## src/rtl/lzd_norm_pipe.sv

```systemverilog
// rtl/lzd_norm_pipe.sv - two-stage pipelined leading-zero detector and normaliser
// Optional macro LZD_ZERO_CNT_EN adds a saturating zero-operand counter.
module lzd_norm_pipe #(
    parameter int WIDTH = 32,
    localparam int CW = $clog2(WIDTH)
) (
    input  logic             clk,
    input  logic             rst_n,
    input  logic             in_valid,
    output logic             in_ready,
    input  logic [WIDTH-1:0] in_data,
    output logic             out_valid,
    input  logic             out_ready,
    output logic [CW-1:0]    out_lz,
    output logic [WIDTH-1:0] out_norm,
    output logic             out_zero
`ifdef LZD_ZERO_CNT_EN
    ,
    output logic [15:0]      zero_cnt
`endif
);

    localparam int NLEAF = WIDTH / 4;
    localparam int LV    = CW - 2;

    logic             s1_valid;
    logic [WIDTH-1:0] s1_data;
    logic [CW-1:0]    s1_lz;
    logic             s1_zero;

    logic             s2_adv;
    logic             s1_adv;

    logic [CW-1:0]    tc [LV+1][NLEAF];
    logic             tv [LV+1][NLEAF];
    logic [3:0]       nib;
    logic [CW-1:0]    det_lz;
    logic             det_zero;
    logic [WIDTH-1:0] shifted;

    assign s2_adv   = out_ready | ~out_valid;
    assign s1_adv   = s2_adv | ~s1_valid;
    assign in_ready = s1_adv;

    // Tree of 4-bit detectors; an empty upper half adds its width to the lower count.
    always_comb begin
        nib = 4'd0;
        for (int l = 0; l <= LV; l++) begin
            for (int i = 0; i < NLEAF; i++) begin
                tc[l][i] = '0;
                tv[l][i] = 1'b0;
            end
        end
        for (int i = 0; i < NLEAF; i++) begin
            nib      = in_data[4*i +: 4];
            tv[0][i] = |nib;
            casez (nib)
                4'b1???: tc[0][i] = CW'(0);
                4'b01??: tc[0][i] = CW'(1);
                4'b001?: tc[0][i] = CW'(2);
                default: tc[0][i] = CW'(3);
            endcase
        end
        for (int l = 0; l < LV; l++) begin
            for (int j = 0; j < (NLEAF >> (l + 1)); j++) begin
                tv[l+1][j] = tv[l][2*j+1] | tv[l][2*j];
                tc[l+1][j] = tv[l][2*j+1] ? tc[l][2*j+1]
                                          : ((CW'(1) << (l + 2)) | tc[l][2*j]);
            end
        end
    end

    assign det_zero = ~tv[LV][0];
    assign det_lz   = tv[LV][0] ? tc[LV][0] : '0;

    always_comb begin
        shifted = s1_data;
        for (int k = 0; k < CW; k++) begin
            if (s1_lz[k]) begin
                shifted = shifted << (1 << k);
            end
        end
    end

    always_ff @(posedge clk) begin
        if (!rst_n) begin
            s1_valid  <= 1'b0;
            s1_data   <= '0;
            s1_lz     <= '0;
            s1_zero   <= 1'b0;
            out_valid <= 1'b0;
            out_lz    <= '0;
            out_norm  <= '0;
            out_zero  <= 1'b0;
        end else begin
            if (s1_adv) begin
                s1_valid <= in_valid;
                if (in_valid) begin
                    s1_data <= in_data;
                    s1_lz   <= det_lz;
                    s1_zero <= det_zero;
                end
            end
            if (s2_adv) begin
                out_valid <= s1_valid;
                if (s1_valid) begin
                    out_norm <= shifted;
                    out_lz   <= s1_lz;
                    out_zero <= s1_zero;
                end
            end
        end
    end

`ifdef LZD_ZERO_CNT_EN
    always_ff @(posedge clk) begin
        if (!rst_n) begin
            zero_cnt <= 16'd0;
        end else if (in_valid && in_ready && (in_data == '0) && (zero_cnt != 16'hFFFF)) begin
            zero_cnt <= zero_cnt + 16'd1;
        end
    end
`endif

endmodule

```

## config.mk

```make
export PLATFORM = sky130hd
export DESIGN_NAME = lzd_norm_pipe
export DESIGN_NICKNAME = d
export VERILOG_FILES = /design/src/rtl/lzd_norm_pipe.sv
export SDC_FILE = /design/constraint.sdc
export NUM_CORES = 1
export LEC_CHECK = 0
export ABC_AREA = 1
export ABC_CLOCK_PERIOD_IN_PS = 1850
export BUFFER_PORTS_ARGS = -buffer_cell sky130_fd_sc_hd__buf_2
export CAP_MARGIN = 10
export CORE_MARGIN = 3
export CORE_UTILIZATION = 43
export CTS_BUF_LIST = sky130_fd_sc_hd__clkbuf_8
export CTS_CLUSTER_DIAMETER = 30
export DETAILED_ROUTE_END_ITERATION = 8
export GPL_TIMING_DRIVEN = 0
export PLACE_DENSITY = 0.64
export RECOVER_POWER = 25
export SYNTH_ARGS = -nofsm -noshare
export SYNTH_HDL_FRONTEND = slang
export SYNTH_SLANG_ARGS = --single-unit
```

## constraint.sdc

```tcl
create_clock -name clk -period 1.85 [get_ports clk]
set_input_delay 0.555 -clock clk [delete_from_list [all_inputs] [get_ports clk]]
set_output_delay 0.555 -clock clk [all_outputs]
set_load 0.03 [all_outputs]
```

After elaboration in Yosys (flattened, before gate mapping)
Index checks and enable logic that the tools add are counted.
{"block": "totals", "wordCells": 67, "rom_bits": 0, "latch_bits": 0, "output_inout_bits": 40, "mem_bits_rw": 0, "memories": 0, "reg_bits": 78, "inputBits": 36}
{"block": "op_classes", "n_mul": 0, "bitwise": 12, "mux": 21, "div": 0, "n_eq_ne": 16, "n_reduce_logical": 10, "add_sub_neg": 0, "order_cmp": 0, "shift": 0}
{"op": "$mux 32", "count": 5}
{"op": "$pmux 2 s3", "count": 8}
{"op": "$reduce_or 4->1", "count": 8}
{"op": "$mux 5", "count": 5}
{"op": "$eq 3x1->1 const B", "count": 8}
{"op": "$eq 2x1->1 const B", "count": 8}
{"op": "$or 1x1->1", "count": 9}
{"op": "$mux 3", "count": 2}
{"op": "$mux 4", "count": 1}
{"op": "$reduce_and 2->1", "count": 2}
{"op": "$not 1->1", "count": 3}

Depth between registers and ports, before layout
{"block": "depth", "ltp_word": 6, "depth_mapped": 13}

Worst setup path before layout
No wires, ideal clock.
{"block": "synth_timing", "kind": "input port to flip-flop", "from": "input port out_ready", "to": "register s1_data[12]", "path_slack_ps": 143, "arrival_ps": 1637, "cell_stages": 7, "setup_ps": 70, "t_required_ps": 1780, "path_cell_list": "inv_1 nand3_1 nand2_2 inv_2 buf_2 buf_2 a21oi_1"}
{"block": "synth_via", "elab_chain_cells": 3}
{"element": "from (decl)", "line": "13", "rtl": "input logic out_ready,"}
{"element": "$or 1x1->1", "line": "41", "rtl": "assign s2_adv = out_ready | ~out_valid;"}
{"element": "$or 1x1->1", "line": "42", "rtl": "assign s1_adv = s2_adv | ~s1_valid;"}
{"element": "via in_ready", "line": "10", "rtl": "output logic in_ready,"}
{"element": "$reduce_and 2->1 (no source line)"}
{"element": "to (signal assigned)", "line": "99", "rtl": "s1_data <= in_data;"}
{"element": "to (decl)", "line": "27", "rtl": "logic [WIDTH-1:0] s1_data;"}
The timed path passes the listed nets, and every way through them passes these cells.
A chain may end at the register's enable or synchronous reset.

Worst setup path in the final report
{"block": "layout_timing", "from": "register s1_lz[2]", "to": "register out_norm[24]"}
{"block": "layout_via", "elab_chain_cells": 3}
{"element": "from (decl)", "line": "28", "rtl": "logic [CW-1:0] s1_lz;"}
{"element": "from (signal assigned)", "line": "100", "rtl": "s1_lz <= det_lz;"}
{"element": "$mux 32 (3 in a row)", "line": "79", "rtl": "if (s1_lz[k]) begin"}
{"element": "to (signal assigned)", "line": "107", "rtl": "out_norm <= shifted;"}
{"element": "to (decl)", "line": "15", "rtl": "output logic [WIDTH-1:0] out_norm,"}
No other way between the ends.

==> impl_metrics.py <==
metrics = {
    "finish": {
        "final_util_pct": 52.1,
        "area_growth_pct": 15.4,
        "drive_gt1_share_pct": 14.6,
        "nNetsFinal": 834,
        "diodes": 0,
    },
    "worst_setup_path": {
        "worstPathRequired_ps": 2160,
        "crit_path_end_kind": "flop",
        "crit_path_frequent_cell": "nand3_1",
        "crit_slowest_cell": "buf_1",
        "critPathBufInv": 3,
        "r2r_slack_ps": 120,
        "cp_cell_sequence": "inv_2 -> buf_1 -> nand3_1 -> nand3_1 -> nand3_1 -> nand3_1 -> nand2_1 -> inv_1",
        "crit_family": "buffers and inverters",
        "critPathMaxStageDelay_ps": 500,
        "cp-start-kind": "flop",
        "worst-path-max-fanout": 10,
        "cp_data_arrival_time_ps": 2030,
        "critPathKind": "flop to flop",
    },
    "logic_synthesis": {
        "synth_top_family_by_area": "simple AND/OR/NAND/NOR gates",
        "synth_largest_area_cell": "dfxtp_1",
        "synth_compound_area_share_pct": 13.5,
        "synthCells": 712,
        "synth_top_area_share_pct": 34.7,
        "synth_simple_gate_area_share_pct": 42.8,
        "ys_seq_elements": 78,
        "synth_area_leaders": "dfxtp_1, nand3_1, nand2_1",
        "syn_avg_cell_area_sq_um": 6.32,
        "synth_fa_ha_area_share_pct": 0,
        "synth_area_sq_um": 4500,
        "synthMuxAreaShare_pct": 0,
        "yosys_warnings": 0,
        "yosysUniqueCellTypes": 27,
        "synth_xor_xnor_area_share_pct": 0,
        "synth_seq_area_share_pct": 34.7,
        "synth_fp_nets": 748,
    },
    "global_route": {
        "grt_pass1_vias": 4982,
        "grt.total_usage_pct": 29.2,
        "grtUsageMet2_pct": 44.1,
        "overflow": 0,
        "grt_pass1_wl_microns": 26100,
        "grt_start_max_net_pins": 13,
        "antenna_found_initial": 0,
        "use_met1_pct": 40.9,
        "met3_usage_pct": 4.78,
        "busiest_layer": "met2",
    },
    "routing": {
        "vias_per_cell": 5.67,
        "drc": 0,
        "antenna_left": 0,
        "dr_total_vias": 5298,
        "dr.first_iter.drc_count": 467,
        "firstDrtPassIters": 5,
        "wl_per_cell_microns": 17.7,
        "drt_wl_total_microns": 16600,
    },
    "power": {
        "p_clk_share_pct": 29.0,
        "power.share.switching_pct": 34.8,
        "powerDensity_nw_per_um2": 780,
        "combPwrFrac_pct": 24.9,
        "p_sw_mw": 1.41,
        "peakVddDrop_uv": 383,
        "p_seq_share_pct": 46.1,
        "leakage_nw": 2.34,
        "p_int_mw": 2.64,
        "p_total_mw": 4.05,
    },
    "die": {
        "rows": 36,
        "die_h_microns": 108,
        "dieArea_sq_um": 11700,
        "ios": 76,
        "core_sq_um": 9950,
        "die_w_microns": 108,
        "initial_core_util_pct": 45.2,
    },
    "clock_network": {
        "cts_sinks": 78,
        "cts_tree": "done",
        "cts_resized": 0,
        "root_buffer": "clkbuf_8",
        "cts_hold_buf": 0,
        "postCtsSetupBuffers": 0,
        "h-tree-depth": 3,
        "cts_buffer_depth": 2,
        "numCtsBuffers": 9,
        "cts.clk_slew.worst_paths_ps": 80,
        "clk_latency_ps": 360,
    },
    "timing": {
        "setup_ws_ps": 125,
        "tightest_slew_ps": 656,
        "fin_crit_sh_pct": 93.3,
        "setup_viol": 0,
        "drv_slew": 0,
        "fin_crit_ps": 1730,
        "fmax_mhz": 580,
        "rsz0062_at_grt": "false",
        "fin_skew_ps": 3.57,
        "timing_hold_violations_final": 0,
        "maxSlewHeadroom_pct": 56.2,
        "whs_ps": 464,
    },
    "placement": {
        "gp_congestion": 1.00,
        "pre_cts_ws_ps": -64.2,
        "numPortBuffers": 75,
        "dpl.hpwl_microns": 13300,
    },
    "run": {
        "max-cap-violations": 0,
    },
    "run_status": {
        "status": "finished clean",
    },
    "min_path": {
        "hold_path.class": "flop to flop",
    },
}
-- cell usage after synthesis --
cell type,n
nor2_2,2
a22oi_1,4
o21bai_1,1
nand3_2,2
buf_2,21
a21oi_1,52
o211ai_1,3
nand3_1,194
a211oi_2,1
inv_1,29
buf_4,3
buf_6,6
dfxtp_1,78
o21ai_0,49
inv_8,1
nor3_1,3
buf_1,2
nand2_2,5
nor2_4,1
o21ai_1,1
nand4_1,2
nand2_1,145
inv_2,4
nor2_1,82
o21a_1,1
a31oi_1,3
clkbuf_1,17
-- cell usage in the layout (no fill, tap or decap), types with 4 or more instances in the layout --
| cell type | Yosys | routed |
|---|---|---|
| a21oi_1 | 52 | 52 |
| a22oi_1 | 4 | 4 |
| buf_2 | 21 | 79 |
| buf_6 | 6 | 6 |
| clkbuf_1 | 17 | 34 |
| clkbuf_8 | 0 | 11 |
| dfxtp_1 | 78 | 78 |
| inv_1 | 29 | 30 |
| nand2_1 | 145 | 146 |
| nand2_2 | 5 | 4 |
| nand3_1 | 194 | 194 |
| nor2_1 | 82 | 82 |
| o21ai_0 | 49 | 49 |
-- cell type report --
cell class	instances	area, sq um
Fill cell	1088	4760
Multi-Input combinational cell	551	2530
Sequential cell	78	1560
Timing Repair Buffer	75	355
Buffer	49	265
Tap cell	133	166
Clock buffer	11	151
Inverter	34	135
Clock inverter	4	22.5
-- registers in the layout, indices dropped and copies added (netlist names) --
register	flops
s1_valid	1
out_norm	32
s1_lz	5
out_lz	5
out_valid	1
s1_data	32
out_zero	1
s1_zero	1
-- worst register-to-register path: cells and delay by family, from the launching register on --
family	cells	cell delay [ps]
simple gates	5	640
flops	1	360
buf+inv	3	680
-- per-layer routing --
layer,wire (microns),vias up
li1,-,2576
met1,7530,2453
met4,596,0
met3,1400,45
met5,0,-
met2,7060,224
-- power groups by stage --
| stage | combinational [mW] | sequential [mW] | clock [mW] |
|---|---|---|---|
| after detailed placement | 0.994 | 1.90 | 0 |
| after global routing | 1.12 | 1.88 | 1.28 |
| final | 1.01 | 1.86 | 1.17 |
| after CTS | 0.999 | 1.86 | 1.19 |
| after floorplan | 0.593 | 1.97 | 0 |
| after global placement | 0.985 | 1.90 | 0 |
-- logic make-up (layout without fill, tap and decap cells) --
| group | count (synthesis) | in the layout |
|---|---|---|
| compound gates | 115 | 115 |
| buf+inv | 83 | 173 |
| flops | 78 | 78 |
| simple gates | 436 | 436 |
-- path summary, 6_finish.rpt --
check,start,to,cells after the start
worst max-delay path,s1_lz[2],out_norm[24],8
worst min-delay path,out_norm[4],out_norm[4],2
worst max register to register,s1_lz[2],out_norm[24],8
worst min register to register,out_norm[4],out_norm[4],2
-- metrics by stage --
stage               cells  TNS, ps  instance area (sq um)
floorplan             712        0                   4500
global placement      920    -18.8                   5040
detailed placement    920     -296                   5040
CTS                   935        0                   5210
global route          935        0                   5190
finish                935        0                   5190
Power figures use the tool's default switching activity.
